$ cat src/rtl/clkrst_pkg.sv
// Shared types and constants for the reset sequencer.
package clkrst_pkg;

    // Sequencing states; the encoding is visible on oState.
    typedef enum logic [1:0] {
        WAIT_LOCK = 2'd0,
        HOLD      = 2'd1,
        RUN       = 2'd2,
        DRAIN     = 2'd3
    } rstseq_state_t;

    // Cycles spent in DRAIN before returning to WAIT_LOCK.
    localparam int DrainCycles = 2;

endpackage

$ cat src/rtl/reset_sequencer_if.sv
// Handshake bundle between the reset sequencer and its consumer.
// The sequencer is the slave; the consumer drives lock/soft-reset requests.
interface reset_sequencer_if;
    logic       iLocked;
    logic       iSoftRst;
    logic       oNRst;
    logic       oClkEn;
    logic       oReady;
    logic [1:0] oState;

    modport master (
        output iLocked,
        output iSoftRst,
        input  oNRst,
        input  oClkEn,
        input  oReady,
        input  oState
    );

    modport slave (
        input  iLocked,
        input  iSoftRst,
        output oNRst,
        output oClkEn,
        output oReady,
        output oState
    );
endinterface

$ cat src/rtl/bit_synchronizer.sv
// Multi-flop synchronizer for a single asynchronous bit, cleared by iRst.
module bit_synchronizer #(
    parameter int Stages = 2
) (
    input  logic iClk,
    input  logic iRst,
    input  logic iD,
    output logic oQ
);

    logic [Stages-1:0] sync_q;
    logic [Stages-1:0] sync_d;

    // Each stage takes the previous stage's value; stage 0 takes the raw input.
    generate
        for (genvar gi = 0; gi < Stages; gi++) begin : g_stage
            if (gi == 0) begin : g_first
                assign sync_d[gi] = iD;
            end else begin : g_rest
                assign sync_d[gi] = sync_q[gi-1];
            end
        end
    endgenerate

    // Shift chain; asynchronously cleared so lock is never seen during reset.
    always_ff @(posedge iClk or posedge iRst) begin
        if (iRst) begin
            sync_q <= '0;
        end else begin
            sync_q <= sync_d;
        end
    end

    assign oQ = sync_q[Stages-1];

endmodule

$ cat src/rtl/reset_sequencer.sv
// Reset sequencer: waits for a synchronized clock-lock flag, holds the
// downstream active-low reset for a fixed count, then releases it and
// generates a divided clock-enable tick. Lock loss or a soft-reset request
// while running drains back into reset for a fixed number of cycles.
module reset_sequencer
    import clkrst_pkg::*;
#(
    parameter int SyncStages = 2,
    parameter int HoldCycles = 16,
    parameter int ClkDiv     = 4
) (
    input  logic                iClk,
    input  logic                iRst,
    reset_sequencer_if.slave    seq_if
);

    localparam int CntW = $clog2(HoldCycles + 1);
    localparam int DivW = $clog2(ClkDiv + 1);

    localparam logic [CntW-1:0] HoldLast  = CntW'(HoldCycles - 1);
    localparam logic [CntW-1:0] DrainLast = CntW'(DrainCycles - 1);
    localparam logic [DivW-1:0] DivLast   = DivW'(ClkDiv - 1);

    rstseq_state_t   state_q, state_d;
    logic [CntW-1:0] cnt_q, cnt_d;
    logic [DivW-1:0] div_q, div_d;
    logic            nrst_q, nrst_d;
    logic            clken_q, clken_d;
    logic            ready_q, ready_d;
    logic            lock_s;

    bit_synchronizer #(
        .Stages (SyncStages)
    ) u_lock_sync (
        .iClk (iClk),
        .iRst (iRst),
        .iD   (seq_if.iLocked),
        .oQ   (lock_s)
    );

    // Next-state and next-output decode; outputs are computed for the
    // destination state so they change on the same edge as the state.
    always_comb begin
        state_d = state_q;
        cnt_d   = cnt_q;
        div_d   = div_q;
        nrst_d  = 1'b0;
        clken_d = 1'b0;
        ready_d = 1'b0;
        case (state_q)
            WAIT_LOCK: begin
                if (lock_s) begin
                    state_d = HOLD;
                    cnt_d   = '0;
                end
            end
            HOLD: begin
                if (!lock_s) begin
                    state_d = WAIT_LOCK;
                    cnt_d   = '0;
                end else if (seq_if.iSoftRst) begin
                    cnt_d = '0;
                end else if (cnt_q == HoldLast) begin
                    state_d = RUN;
                    cnt_d   = '0;
                    div_d   = '0;
                    nrst_d  = 1'b1;
                    ready_d = 1'b1;
                end else begin
                    cnt_d = cnt_q + CntW'(1);
                end
            end
            RUN: begin
                if (!lock_s || seq_if.iSoftRst) begin
                    state_d = DRAIN;
                    cnt_d   = '0;
                    div_d   = '0;
                end else begin
                    nrst_d  = 1'b1;
                    ready_d = 1'b1;
                    if (div_q == DivLast) begin
                        div_d   = '0;
                        clken_d = 1'b1;
                    end else begin
                        div_d = div_q + DivW'(1);
                    end
                end
            end
            DRAIN: begin
                if (cnt_q == DrainLast) begin
                    state_d = WAIT_LOCK;
                    cnt_d   = '0;
                end else begin
                    cnt_d = cnt_q + CntW'(1);
                end
            end
            default: begin
                state_d = WAIT_LOCK;
                cnt_d   = '0;
                div_d   = '0;
            end
        endcase
    end

    // State, counters and registered outputs; iRst forces everything idle at once.
    always_ff @(posedge iClk or posedge iRst) begin
        if (iRst) begin
            state_q <= WAIT_LOCK;
            cnt_q   <= '0;
            div_q   <= '0;
            nrst_q  <= 1'b0;
            clken_q <= 1'b0;
            ready_q <= 1'b0;
        end else begin
            state_q <= state_d;
            cnt_q   <= cnt_d;
            div_q   <= div_d;
            nrst_q  <= nrst_d;
            clken_q <= clken_d;
            ready_q <= ready_d;
        end
    end

    assign seq_if.oNRst  = nrst_q;
    assign seq_if.oClkEn = clken_q;
    assign seq_if.oReady = ready_q;
    assign seq_if.oState = state_q;

endmodule

$ cat src/flat_wrapper.sv
// flat-port wrapper written by rule: the top's interface ports become plain ports
module reset_sequencer_flat import clkrst_pkg::*;
#(
    parameter int SyncStages = 2,
    parameter int HoldCycles = 16,
    parameter int ClkDiv     = 4
)
  (iClk, iRst, seq_if_iLocked, seq_if_iSoftRst, seq_if_oNRst, seq_if_oClkEn, seq_if_oReady, seq_if_oState);
  reset_sequencer_if seq_if_i ();
  input  logic iClk;
  input  logic iRst;
  input wire logic [$bits(seq_if_i.iLocked)-1:0] seq_if_iLocked;
  input wire logic [$bits(seq_if_i.iSoftRst)-1:0] seq_if_iSoftRst;
  output wire logic [$bits(seq_if_i.oNRst)-1:0] seq_if_oNRst;
  output wire logic [$bits(seq_if_i.oClkEn)-1:0] seq_if_oClkEn;
  output wire logic [$bits(seq_if_i.oReady)-1:0] seq_if_oReady;
  output wire logic [$bits(seq_if_i.oState)-1:0] seq_if_oState;
  assign seq_if_i.iLocked = seq_if_iLocked;
  assign seq_if_i.iSoftRst = seq_if_iSoftRst;
  assign seq_if_oNRst = seq_if_i.oNRst;
  assign seq_if_oClkEn = seq_if_i.oClkEn;
  assign seq_if_oReady = seq_if_i.oReady;
  assign seq_if_oState = seq_if_i.oState;
  reset_sequencer #(.SyncStages(SyncStages), .HoldCycles(HoldCycles), .ClkDiv(ClkDiv)) u_core (.iClk(iClk), .iRst(iRst), .seq_if(seq_if_i));
endmodule
$ cat config.mk
export PLATFORM = sky130hd
export DESIGN_NAME = reset_sequencer_flat
export DESIGN_NICKNAME = d
export VERILOG_FILES = /design/src/rtl/clkrst_pkg.sv /design/src/rtl/reset_sequencer_if.sv /design/src/rtl/bit_synchronizer.sv /design/src/rtl/reset_sequencer.sv /design/src/flat_wrapper.sv
export SDC_FILE = /design/constraint.sdc
export NUM_CORES = 1
export LEC_CHECK = 0
export ABC_CLOCK_PERIOD_IN_PS = 2300
export CORE_AREA = 2 2 43 45
export DETAILED_ROUTE_END_ITERATION = 10
export DIE_AREA = 0 0 45 47
export PLACE_DENSITY_LB_ADDON = 0.25
export SETUP_SLACK_MARGIN = 0.2
export SYNTH_ARGS = -nofsm -noshare
export SYNTH_HDL_FRONTEND = slang
export SYNTH_HIERARCHICAL = 1
export SYNTH_SLANG_ARGS = --single-unit
$ cat constraint.sdc
create_clock -name iClk -period 2.3 [get_ports iClk]
set_input_delay 0.46 -clock iClk [delete_from_list [all_inputs] [get_ports iClk]]
set_output_delay 0.46 -clock iClk [all_outputs]
set_load 0.05 [all_outputs]
==> flow_summary_export.csv, run 1 <==
group,metric,value,unit
logic_synthesis,syn_nets,95,
clock_network,cts_htree_levels,1,
sta,rsz0062_at_grt,"no",
critical_path,critPathMaxStageDelay,0.83,ns
floorplanning,core,1650,sq um
clock_network,post_cts_resized,0,
floorplanning,die_area,2120,sq um
logic_synthesis,synthCells,82,
logic_synthesis,synth_top_area_share,42.1,%
finish,drive_gt1_share,11.0,%
finish,layout_commonest_cell,"dfrtp_1",
floorplanning,die_w,45,um
routing,wl_per_cell,13.6,um
global_routing,grt_pass1_wl,2.42,mm
floorplanning,die_y,47,um
sta,finalSetupTns,0,ns
finish,num_antenna_cells,0,
logic_synthesis,syn_area,832,sq um
finish,nets,106,
floorplanning,ios,9,
logic_synthesis,synth_edf_count,0,
sta,tightest_slew,0.489,ns
logic_synthesis,synth_seq_area_share,42.1,%
placed_design,dpl_cell_area,922,sq um
floorplanning,num_rows,15,
routing,via_per_inst,5.62,
logic_synthesis,avgSynthCellArea,10.1,sq um
routing,drt-initial-drc-count,17,
power,vdd_drop_max,520,uV
sta,relSlewSlack,67.3,%
critical_path,worst_ep_required_time,1.84,ns
sta,setup_viol,0,
finish,final_design_area_no_fill,945,sq um
finish,seqCellArea,350,sq um
critical_path,crit_fanout,5,
critical_path,critPathCaptureType,"primary output",
hold_path,hold_path_class,"in2async",
sta,finalCritPeriodShare,86.0,%
logic_synthesis,ys_seq_elements,14,
finish,syn2layout_area_growth,13.5,%
finish,layout_common_cells,"dfrtp_1 (14), inv_1 (11), ha_1 (9), clkdlybuf4s50_1 (8), nor2_1 (8)",
global_routing,antenna_found_initial,0,
logic_synthesis,synth_warnings,6,
critical_path,cpLargestDelayFamily,"buffers and inverters",
finish,fin_util,57.2,%
global_routing,grt_use_total,16.0,%
sta,slew_violations,0,
floorplanning,initial_core_util,50.4,%
run,max_cap_violations,0,
clock_network,clock_sinks,14,
clock_network,cts_buffers,3,
critical_path,arrival,1.52,ns
placed_design,gp_congestion,0.802,
sta,fin_skew,0.00506,ns
power,p_per_area,959,nW/um^2
finish,multi_input_area,429,sq um
placed_design,dp_hpwl,1.10,mm
clock_network,cts_root_buf,"clkbuf_4",
routing,routed-via-count,607,
clock_network,clkTransAtPathRegs,0.08,ns
outcome,status,"completed",
logic_synthesis,synth_area_leaders,"dfrtp_1 (42%), ha_1 (14%), inv_1 (5.0%), nor2_1 (3.6%), a32oi_4 (3.3%)",
routing,routed_wl,1.47,mm
critical_path,crit_type,"reg2out",
logic_synthesis,ys.flop_type,"dfrtp_1",
sta,finalCriticalPeriod,1.98,ns
critical_path,path_cells,"clkdlybuf4s50_1",
clock_network,post-cts-setup-buffers,0,
critical_path,slowest_stage,"clkdlybuf4s50_1",
logic_synthesis,async_flop_share,100,%
global_routing,grt_pass1_vias,571,
logic_synthesis,yosysTopAreaCell,"dfrtp_1",
clock_network,insertion_delay,0.28,ns
logic_synthesis,synth_cell_type_count,33,
routing,drcViolationCount,0,
routing,first_pass_iters,4,
placed_design,io_buffer_count,8,
routing,ant_nets,0,
critical_path,worst-path-buf-inv,1,
sta,hold_violations,0,
global_routing,gr-total-overflow,0,
finish,fillers,157,
global_routing,grt_max_degree,13,
clock_network,cts_tree,"yes",
clock_network,cts_buffer_depth,2,
clock_network,hold_buffers,0,
critical_path,cp-start-kind,"flip-flop",
power,power.static_leakage,0.458,nW
sta,fmax,0.505,GHz
## through the flow
| step | hold WS [ns] | worst slack (ns) | cells | power, W |
|---|---|---|---|---|
| final | 0.344 | 0.322 | 108 | 0.000906 |
| after global routing | 0.355 | 0.211 | 108 | 0.000964 |
| after floorplan | 0.201 | 0.396 | 82 | 0.000659 |
| after CTS | 0.342 | 0.299 | 108 | 0.000912 |
| after detailed placement | 0.350 | 0.281 | 105 | 0.000770 |
| after global placement | 0.333 | 0.313 | 105 | 0.000757 |
## path summary, 6_finish.rpt
check	to	startpoint	slack, ns	depth (start not counted)
max	seq_if_oState[0]	u_core/seq_if.oState[0]	0.32	1
min	u_core/u_lock_sync/sync_q[1]	iRst	0.34	2
max reg2reg	flip-flop	u_core/cnt_q[0]	0.38	8
min reg2reg	u_core/u_lock_sync/sync_q[1]	u_core/u_lock_sync/sync_q[0]	0.37	0
max in group asynchronous	async pin	iRst	1.46	2
min in group iClk	u_core/u_lock_sync/sync_q[1]	u_core/u_lock_sync/sync_q[0]	0.37	0
## state kept, by name (all words and copies together) (netlist names), named ones only
register,cells
u_core/seq_if.oClkEn,1
u_core/seq_if.oReady,1
u_core/div_q,3
u_core/cnt_q,5
u_core/seq_if.oState,1
u_core/u_lock_sync/sync_q,2
## where the power goes
| group | switching (W) | total (W) | internal (W) | leakage [nW] |
|---|---|---|---|---|
| Sequential | 0.0000379 | 0.000319 | 0.000281 | 0.187 |
| Combinational | 0.000274 | 0.000449 | 0.000175 | 0.257 |
| Clock | 0.0000770 | 0.000138 | 0.0000608 | 0.0138 |
| Total | 0.000389 | 0.000906 | 0.000517 | 0.458 |
## cells by family after synthesis
| family | Yosys count | synth area share [%] |
|---|---|---|
| simple gates | 27 | 17.4 |
| compound gates | 15 | 15.5 |
| flops | 14 | 42.1 |
| buf+inv | 13 | 6.32 |
| fa+ha+maj | 9 | 13.5 |
| mux | 4 | 5.11 |
## worst register-to-register path, cell delays in order (launching register included)
cell and delay (ns):
dfrtp_1 0.41, ha_1 0.21, nand3_1 0.12, inv_1 0.08
ha_1 0.22, nand2b_1 0.07, a221oi_1 0.35, o211ai_1 0.17
mux2i_1 0.19
## area by class of cell
type / instances / share of cell area (%)
clock buffers: 3 / 2.38
inverters: 11 / 4.37
multi-input cells: 55 / 45.4
flip-flops and latches: 14 / 37.1
well taps: 17 / 2.25
repair buffers: 8 / 8.48
## per-layer routing
metal | global-route usage [%] | wire [um] | vias to the layer above | part of all wire [%]
met2 | 26.0 | 691 | 15 | 47
met5 | 0 | 0 | - | 0
met4 | 8.82 | 18 | 0 | 1.2
li1 | - | - | 297 | -
met3 | 2.31 | 50 | 2 | 3.4
met1 | 20.6 | 710 | 293 | 48
## Yosys cell counts (2+ instances only)
cell type  number
mux2i_1         2
mux2_2          2
dfrtp_1        14
nand2_1         6
inv_1          11
ha_1            9
nand3_1         3
nand2b_1        2
nor2_1          8
o21ai_0         2
Power figures use the tool's default switching activity.
==> inputs of run 2 (changes only) <==
--- a/config.mk
+++ b/config.mk
@@ -9,8 +9,10 @@
 export CORE_AREA = 2 2 43 45
 export DETAILED_ROUTE_END_ITERATION = 10
 export DIE_AREA = 0 0 45 47
+export GPL_ROUTABILITY_DRIVEN = 0
 export PLACE_DENSITY_LB_ADDON = 0.25
 export SETUP_SLACK_MARGIN = 0.2
+export SLEW_MARGIN = 20
 export SYNTH_ARGS = -nofsm -noshare
 export SYNTH_HDL_FRONTEND = slang
 export SYNTH_HIERARCHICAL = 1
==> results of run 2 <==
Same layout as run 1: the final DEF is identical, and so are final timing and power.
